==> src/rtl/daio_pkg.sv <==
// daio_pkg
// Shared definitions for the DAIO receive path.
//   rx_state_t     : framer state (IDLE / HUNT / RUN)
//   ST_*           : bit positions inside the sticky status word
//   PRE_*          : {block, first, other} preamble strobe patterns
//   min1_clog2     : $clog2 clamped to a minimum width of one bit
package daio_pkg;

    typedef enum logic [1:0] {
        IDLE = 2'd0,
        HUNT = 2'd1,
        RUN  = 2'd2
    } rx_state_t;

    localparam int ST_CARRIER = 0;
    localparam int ST_BIPHASE = 1;
    localparam int ST_SYNC    = 2;
    localparam int ST_PARITY  = 3;

    localparam logic [2:0] PRE_BLOCK = 3'b100;
    localparam logic [2:0] PRE_FIRST = 3'b010;
    localparam logic [2:0] PRE_OTHER = 3'b001;

    function automatic int min1_clog2(input int n);
        return (n > 1) ? $clog2(n) : 1;
    endfunction

endpackage

==> src/rtl/daio_rx_subframe_shift.sv <==
// daio_rx_subframe_shift
// Subframe payload shift register plus running even-parity accumulator.
//   clock, reset   : rising-edge clock, synchronous active-high reset
//   clear          : drop any partial payload and zero the parity accumulator
//   shift_en       : shift bit_in in at the MSB and fold it into the parity
//   capture        : bit_in is the P bit; latch the finished word to the outputs
//   parity_en      : qualifies the parity error result
//   bit_in         : decoded bit
//   word_perr      : parity error of the word completing this cycle (combinational)
//   data/vuc/perr  : registered audio word, {V,U,C} and parity error of the last word
module daio_rx_subframe_shift
    import daio_pkg::*;
#(
    parameter int DATA_W = 24
) (
    input  logic              clock,
    input  logic              reset,
    input  logic              clear,
    input  logic              shift_en,
    input  logic              capture,
    input  logic              parity_en,
    input  logic              bit_in,
    output logic              word_perr,
    output logic [DATA_W-1:0] data,
    output logic [2:0]        vuc,
    output logic              perr
);

    // The full payload is DATA_W+4 bits. Only DATA_W+3 of them are stored:
    // the final (P) bit is still on bit_in when the word is captured, so the
    // complete word exists as 'word' in that cycle and is latched directly.
    logic [DATA_W+2:0] sr;
    logic              acc;
    logic [DATA_W+3:0] word;

    assign word      = {bit_in, sr};
    assign word_perr = parity_en & (acc ^ bit_in);

    always_ff @(posedge clock) begin
        if (reset) begin
            sr   <= '0;
            acc  <= 1'b0;
            data <= '0;
            vuc  <= '0;
            perr <= 1'b0;
        end else begin
            if (clear) begin
                sr  <= '0;
                acc <= 1'b0;
            end else if (shift_en) begin
                sr  <= word[DATA_W+3:1];
                // Accumulator restarts for the next subframe once P is folded in.
                acc <= capture ? 1'b0 : (acc ^ bit_in);
            end
            if (capture && !clear) begin
                data <= word[DATA_W-1:0];
                // Time order is V, U, C, so V sits lowest above the audio word.
                vuc  <= {word[DATA_W], word[DATA_W+1], word[DATA_W+2]};
                perr <= word_perr;
            end
        end
    end

endmodule

==> src/rtl/daio_rx_framer.sv <==
// daio_rx_framer
// Receive framer: assembles bit_valid-qualified decoded bits into subframes
// for CHANNELS channels, extracts audio word and V/U/C, checks parity and the
// preamble sequence, and issues sample / buffer-load / block strobes.
//   clock, reset              : rising-edge clock, synchronous active-high reset
//   enable                    : receiver enable (0 forces IDLE)
//   parity_en                 : enables parity error flagging
//   status_clear              : clears sticky status (a same-cycle set wins)
//   bit_valid, bit_in         : decoded bit and its qualifier
//   preamble_block/first/other: preamble strobes on the last preamble slot
//   carrier_loss, biphase_violation : decoder error indications
//   sample_data/vuc/chan/perr : last sample, held until the next one
//   sample_valid              : one-cycle pulse per presented sample
//   load_buff, block_done     : one-cycle pulses on the last channel's sample
//   frame_count               : frame index within the block
//   locked                    : high while in RUN
//   status                    : sticky {parity, sync, biphase, carrier}
module daio_rx_framer
    import daio_pkg::*;
#(
    parameter  int CHANNELS         = 2,
    parameter  int SUBFRAME_BITS    = 32,
    parameter  int PREAMBLE_BITS    = 4,
    parameter  int DATA_W           = 24,
    parameter  int FRAMES_PER_BLOCK = 192,
    parameter  int BUFF_FRAMES      = 4,
    parameter  int AUTO_RESYNC      = 1,
    localparam int CH_W             = min1_clog2(CHANNELS),
    localparam int FC_W             = $clog2(FRAMES_PER_BLOCK)
) (
    input  logic              clock,
    input  logic              reset,
    input  logic              enable,
    input  logic              parity_en,
    input  logic              status_clear,
    input  logic              bit_valid,
    input  logic              bit_in,
    input  logic              preamble_block,
    input  logic              preamble_first,
    input  logic              preamble_other,
    input  logic              carrier_loss,
    input  logic              biphase_violation,
    output logic [DATA_W-1:0] sample_data,
    output logic [2:0]        sample_vuc,
    output logic [CH_W-1:0]   sample_chan,
    output logic              sample_perr,
    output logic              sample_valid,
    output logic              load_buff,
    output logic              block_done,
    output logic [FC_W-1:0]   frame_count,
    output logic              locked,
    output logic [3:0]        status
);

    localparam int BC_W = min1_clog2(SUBFRAME_BITS);
    localparam int BF_W = min1_clog2(BUFF_FRAMES);

    localparam logic [BC_W-1:0] FIRST_DATA = BC_W'(PREAMBLE_BITS);
    localparam logic [BC_W-1:0] LAST_PRE   = BC_W'(PREAMBLE_BITS - 1);
    localparam logic [BC_W-1:0] LAST_BIT   = BC_W'(SUBFRAME_BITS - 1);
    localparam logic [CH_W-1:0] LAST_CH    = CH_W'(CHANNELS - 1);
    localparam logic [FC_W-1:0] LAST_FRAME = FC_W'(FRAMES_PER_BLOCK - 1);
    localparam logic [BF_W-1:0] LAST_BUF   = BF_W'(BUFF_FRAMES - 1);

    rx_state_t       state;
    logic [BC_W-1:0] bit_cnt;
    logic [CH_W-1:0] chan;
    // Completed frames modulo BUFF_FRAMES; BUFF_FRAMES divides the block,
    // so it is naturally back at zero whenever frame_count wraps.
    logic [BF_W-1:0] buf_cnt;

    logic       run_go;
    logic       adv;
    logic       sync_slot;
    logic       eos;
    logic       expected_pre;
    logic       sync_err;
    logic       resync;
    logic       shift_en;
    logic       sr_clear;
    logic       word_perr;
    logic [3:0] st_set;

    // RUN continues this cycle only if neither disable nor carrier loss
    // pre-empts it; every RUN-side action is gated by this.
    assign run_go    = (state == RUN) && enable && !carrier_loss;
    assign adv       = run_go && bit_valid;
    assign sync_slot = adv && (bit_cnt == LAST_PRE);
    assign eos       = adv && (bit_cnt == LAST_BIT);
    assign shift_en  = adv && (bit_cnt >= FIRST_DATA);

    always_comb begin
        expected_pre = preamble_other;
        if (chan == '0)
            expected_pre = (frame_count == '0) ? preamble_block : preamble_first;
    end

    assign sync_err = sync_slot && !expected_pre;
    assign resync   = sync_err && (AUTO_RESYNC != 0);
    assign sr_clear = !run_go || resync;

    always_comb begin
        st_set              = '0;
        st_set[ST_CARRIER]  = (state != IDLE) && carrier_loss;
        st_set[ST_BIPHASE]  = (state != IDLE) && biphase_violation;
        st_set[ST_SYNC]     = sync_err;
        st_set[ST_PARITY]   = eos && word_perr;
    end

    assign locked = (state == RUN);

    daio_rx_subframe_shift #(
        .DATA_W (DATA_W)
    ) u_shift (
        .clock     (clock),
        .reset     (reset),
        .clear     (sr_clear),
        .shift_en  (shift_en),
        .capture   (eos),
        .parity_en (parity_en),
        .bit_in    (bit_in),
        .word_perr (word_perr),
        .data      (sample_data),
        .vuc       (sample_vuc),
        .perr      (sample_perr)
    );

    always_ff @(posedge clock) begin
        if (reset) begin
            state        <= IDLE;
            bit_cnt      <= '0;
            chan         <= '0;
            buf_cnt      <= '0;
            frame_count  <= '0;
            sample_chan  <= '0;
            sample_valid <= 1'b0;
            load_buff    <= 1'b0;
            block_done   <= 1'b0;
            status       <= '0;
        end else begin
            sample_valid <= 1'b0;
            load_buff    <= 1'b0;
            block_done   <= 1'b0;
            status       <= (status & {4{~status_clear}}) | st_set;

            if (!enable) begin
                state       <= IDLE;
                bit_cnt     <= '0;
                chan        <= '0;
                buf_cnt     <= '0;
                frame_count <= '0;
            end else begin
                case (state)
                    IDLE: state <= HUNT;

                    HUNT: begin
                        if (bit_valid && preamble_block) begin
                            state       <= RUN;
                            bit_cnt     <= FIRST_DATA;
                            chan        <= '0;
                            buf_cnt     <= '0;
                            frame_count <= '0;
                        end
                    end

                    RUN: begin
                        if (carrier_loss) begin
                            state <= HUNT;
                        end else if (bit_valid) begin
                            if (resync) begin
                                // A block preamble in the wrong place is still a
                                // valid lock point: restart the block right here.
                                if (preamble_block) begin
                                    bit_cnt     <= FIRST_DATA;
                                    chan        <= '0;
                                    buf_cnt     <= '0;
                                    frame_count <= '0;
                                end else begin
                                    state <= HUNT;
                                end
                            end else if (bit_cnt == LAST_BIT) begin
                                bit_cnt      <= '0;
                                sample_valid <= 1'b1;
                                sample_chan  <= chan;
                                if (chan == LAST_CH) begin
                                    chan        <= '0;
                                    frame_count <= (frame_count == LAST_FRAME) ? '0 : frame_count + 1'b1;
                                    buf_cnt     <= (buf_cnt == LAST_BUF) ? '0 : buf_cnt + 1'b1;
                                    load_buff   <= (buf_cnt == LAST_BUF);
                                    block_done  <= (frame_count == LAST_FRAME);
                                end else begin
                                    chan <= chan + 1'b1;
                                end
                            end else begin
                                bit_cnt <= bit_cnt + 1'b1;
                            end
                        end
                    end

                    default: state <= IDLE;
                endcase
            end
        end
    end

endmodule

==> config.mk <==
export PLATFORM = sky130hd
export DESIGN_NAME = daio_rx_framer
export DESIGN_NICKNAME = d
export VERILOG_FILES = /design/src/rtl/daio_pkg.sv /design/src/rtl/daio_rx_subframe_shift.sv /design/src/rtl/daio_rx_framer.sv
export SDC_FILE = /design/constraint.sdc
export NUM_CORES = 1
export LEC_CHECK = 0
export BUFFER_PORTS_ARGS = -buffer_cell sky130_fd_sc_hd__buf_2
export CAP_MARGIN = 30
export CELL_PAD_IN_SITES_DETAIL_PLACEMENT = 0
export CELL_PAD_IN_SITES_GLOBAL_PLACEMENT = 1
export CORE_UTILIZATION = 38
export CTS_CLUSTER_DIAMETER = 50
export DETAILED_ROUTE_END_ITERATION = 6
export PLACE_DENSITY = 0.76
export SLEW_MARGIN = 10
export SYNTH_ARGS = -nofsm -noshare
export SYNTH_HDL_FRONTEND = slang
export SYNTH_SLANG_ARGS = --single-unit
==> constraint.sdc <==
create_clock -name clock -period 2.2 [get_ports clock]
set_input_delay 0.22 -clock clock [delete_from_list [all_inputs] [get_ports clock]]
set_output_delay 0.22 -clock clock [all_outputs]
set_load 0.005 [all_outputs]
==> qor.yml <==
sta:
  skew_ps: 9.92
  fmax_mhz: 455
  slew_viol_final: 0
  rsz0062_at_grt: "true"
  holdWs_ps: 119
  relSlewSlack_pct: 70.7
  fin_crit_sh_pct: 100
  worstMarginPinSlew_ps: 437
  fin_ws_ps: -0.0164
  layout_min_cycle_time_ps: 2200
  hold_viol: 0
  setup_viol: 1
route:
  wl_met1_um: 4260
  vias: 3002
  maxUsedRoutingLayer: "met4"
  route.detailed.drc: 5
  drt_iter0_markers: 135
  wl_met2_um: 3810
  routed_wl_um: 8470
  met3_length_um: 327
  firstDrtPassIters: 6
  wl_per_cell_um: 14.1
  routed_via_density: 4.98
  ant_nets: 0
clock_tree:
  cts_tree: "done"
  clk_path_buf_depth: 2
  clkTransAtPathRegs_ps: 90
  cts.sinks: 82
  cts_buffers: 9
  clock_latency_ps: 340
  clockRootBuffer: "clkbuf_8"
  htreeDepth: 3
logic_synthesis:
  post-synth-top-area-fraction_pct: 46.9
  synth_top_area_cell: "dfxtp_1"
  synth_common_cells: "dfxtp_1, nand2_1, nor2_1, a21oi_1, mux2i_1"
  ys_seq_area_share_pct: 46.9
  ys_top_cells_by_area: "dfxtp_1, mux2i_1, nand2_1"
  synth.most_common_cell: "dfxtp_1"
  syn_nets: 415
  syn_inst: 394
  synth_edf_count: 0
  ys_seq_elements: 82
  yosys_warnings: 0
  syn_area_mm2: 0.00350
  async_reset_ff_share_pct: 0
  avgSynthCellArea_um2: 8.88
  ys.flop_type: "dfxtp_1"
  ys_types: 52
floorplan:
  chipHeight_um: 98.0
  io_pins: 57
  dieArea_mm2: 0.00959
  die_w_um: 98.0
  start_util_pct: 39.7
  rows: 34
  fp.coreArea_mm2: 0.00881
min_path:
  holdPathEnd: "status[1]$_SDFF_PP0_"
  holdPathStages: 3
  hp-start: "biphase_violation"
  hold_path.class: "primary input to flip-flop"
layout:
  regArea_mm2: 0.00165
  diodes: 0
  final-instance-count-excl-fill: 603
  multi_input_area_mm2: 0.00181
  drive_gt1_share_pct: 30.7
  final_core_util_pct: 52.1
  fillers: 821
  finalNetCount: 511
  areaGrowthSynthToFinish_pct: 31.1
power:
  p_comb_share_pct: 5.4
  leakage_nw: 2.05
  swShare_pct: 23.8
  irDropWorstVdd_mv: 0.496
  switchingPower_mw: 0.654
  totalPowerFinal_mw: 2.75
  p_int_mw: 2.09
  p_per_area_mw_per_mm2: 599
  clockPowerShare_pct: 40.3
  power_frac_seq_pct: 54.2
critical_path:
  rr_endpoint: "u_shift.data[3]$_SDFFE_PP0P_"
  cp-start-kind: "flip-flop"
  end_kind: "flip-flop"
  rr_worst_depth: 7
  required_ps: 2420
  critPathMaxFanout: 5
  crit_type: "flip-flop to flip-flop"
  arrival_ps: 2420
  r2r-start: "bit_cnt[0]$_SDFFE_PP0P_"
  ff2ff_setup_slack_ps: -0.02
global_routing:
  grt_use_total_pct: 17.0
  grt_pass1_vias: 2705
  grt.overflow.total: 0
  grt_max_degree: 38
  grt_pass1_wl_um: 13100
  antenna_found_initial: 0
run_status:
  violations: "design-rule violations, negative setup slack"
  status: "finished, violations left"
placed_design:
  dpl.hpwl_um: 5510
  globalplace.congestion: 0.789
  placed_cells: 578
  io_buffers: 56
flow_run:
  maxCapViolations: 0
==> timing repair <==
action	in CTS	in global routing
hold buffers	0	0
pin swaps	2	10
setup buffers	2	3
cloned	0	4
gates resized for setup	6	21
setup endpoints to repair	68	75
==> stage by stage <==
stage                     cell area, um2  setup TNS (ps)  setup WS (ps)
after floorplan                     3500               0          0.816
after global placement              4130            -460          -28.8
after detailed placement            4130           -1460          -48.6
after CTS                           4370               0           4.13
after global routing                4590           -2010           -102
final                               4590         -0.0164        -0.0164
==> logic make-up after synthesis <==
| logic type | share of synthesized area [%] |
|---|---|
| flip-flops | 46.9 |
| AO/OA/AOI/OAI | 16.1 |
| multiplexers | 8.01 |
| AND/OR/NAND/NOR | 20.6 |
| adder cells (fa/ha/maj) | 3.22 |
| XOR/XNOR | 0.250 |
| buffers and inverters | 4.90 |
==> flip-flops by register name (all words and copies together), names as in the netlist <==
name	count
bit_cnt	5
block_done	1
buf_cnt	2
chan	1
frame_count	8
load_buff	1
sample_chan	1
sample_valid	1
state	2
status	4
u_shift.acc	1
u_shift.data	24
u_shift.perr	1
u_shift.sr	27
u_shift.vuc	3
==> layer usage <==
layer  track usage, %  up-vias
met3             3.58        6
met2             26.5       49
met1             23.2     1404
met4             5.94        0
met5                0        -
li1                 -     1543
==> critical path, cell delays in order (launching register included) <==
cell,delay [ps]
dfxtp_2,360
ha_4,130
or4b_4,460
a211o_4,310
o211ai_4,330
buf_4,240
mux2i_1,190
nor2_1,60
==> placed cells by master, fill, tap and decap left out, types with 5 or more instances in the layout <==
cell type / synthesis / routed
dfxtp_1: 82 / 78
nand2_1: 66 / 66
buf_2: 1 / 56
nor2_1: 48 / 47
buf_4: 2 / 42
a21oi_1: 42 / 40
mux2i_1: 28 / 28
inv_1: 11 / 11
nor3_1: 11 / 9
o21ai_0: 9 / 9
clkbuf_8: 0 / 9
nand3_1: 9 / 8
ha_1: 9 / 6
nand2b_1: 5 / 5
a22oi_1: 5 / 5
==> area by class of cell <==
type,count,share of cell area [%]
clock buffers,10,2.78
clock inverters,6,1.61
multi-input cells,279,39.4
well taps,108,2.95
repair buffers,107,16.5
inverters,11,0.900
flip-flops and latches,82,35.9
==> power groups by stage <==
| stage | Combinational, mW | Clock, mW | Sequential [mW] |
|---|---|---|---|
| after global routing | 0.160 | 1.21 | 1.49 |
| after global placement | 0.124 | 0 | 1.52 |
| final | 0.149 | 1.11 | 1.49 |
| after floorplan | 0.0624 | 0 | 1.53 |
| after CTS | 0.134 | 1.15 | 1.49 |
| after detailed placement | 0.125 | 0 | 1.53 |
==> worst max path at each step <==
| stage | startpoint | end | slack (ps) | depth (start not counted) |
|---|---|---|---|---|
| after floorplan | bit_cnt[0]$_SDFFE_PP0P_ | frame_count[5]$_SDFFE_PP0P_ | 0.8 | 9 |
| after global placement | bit_cnt[0]$_SDFFE_PP0P_ | bit_cnt[1]$_SDFFE_PP0P_ | -30 | 7 |
| after detailed placement | bit_cnt[1]$_SDFFE_PP0P_ | bit_cnt[1]$_SDFFE_PP0P_ | -50 | 7 |
| after CTS | bit_cnt[0]$_SDFFE_PP0P_ | u_shift.data[21]$_SDFFE_PP0P_ | 4 | 7 |
| after global routing | state[0]$_SDFFE_PP0P_ | u_shift.data[3]$_SDFFE_PP0P_ | -100 | 8 |
| final | bit_cnt[0]$_SDFFE_PP0P_ | u_shift.data[3]$_SDFFE_PP0P_ | -0.02 | 7 |
No activity file was read; power rests on OpenSTA's default activity.
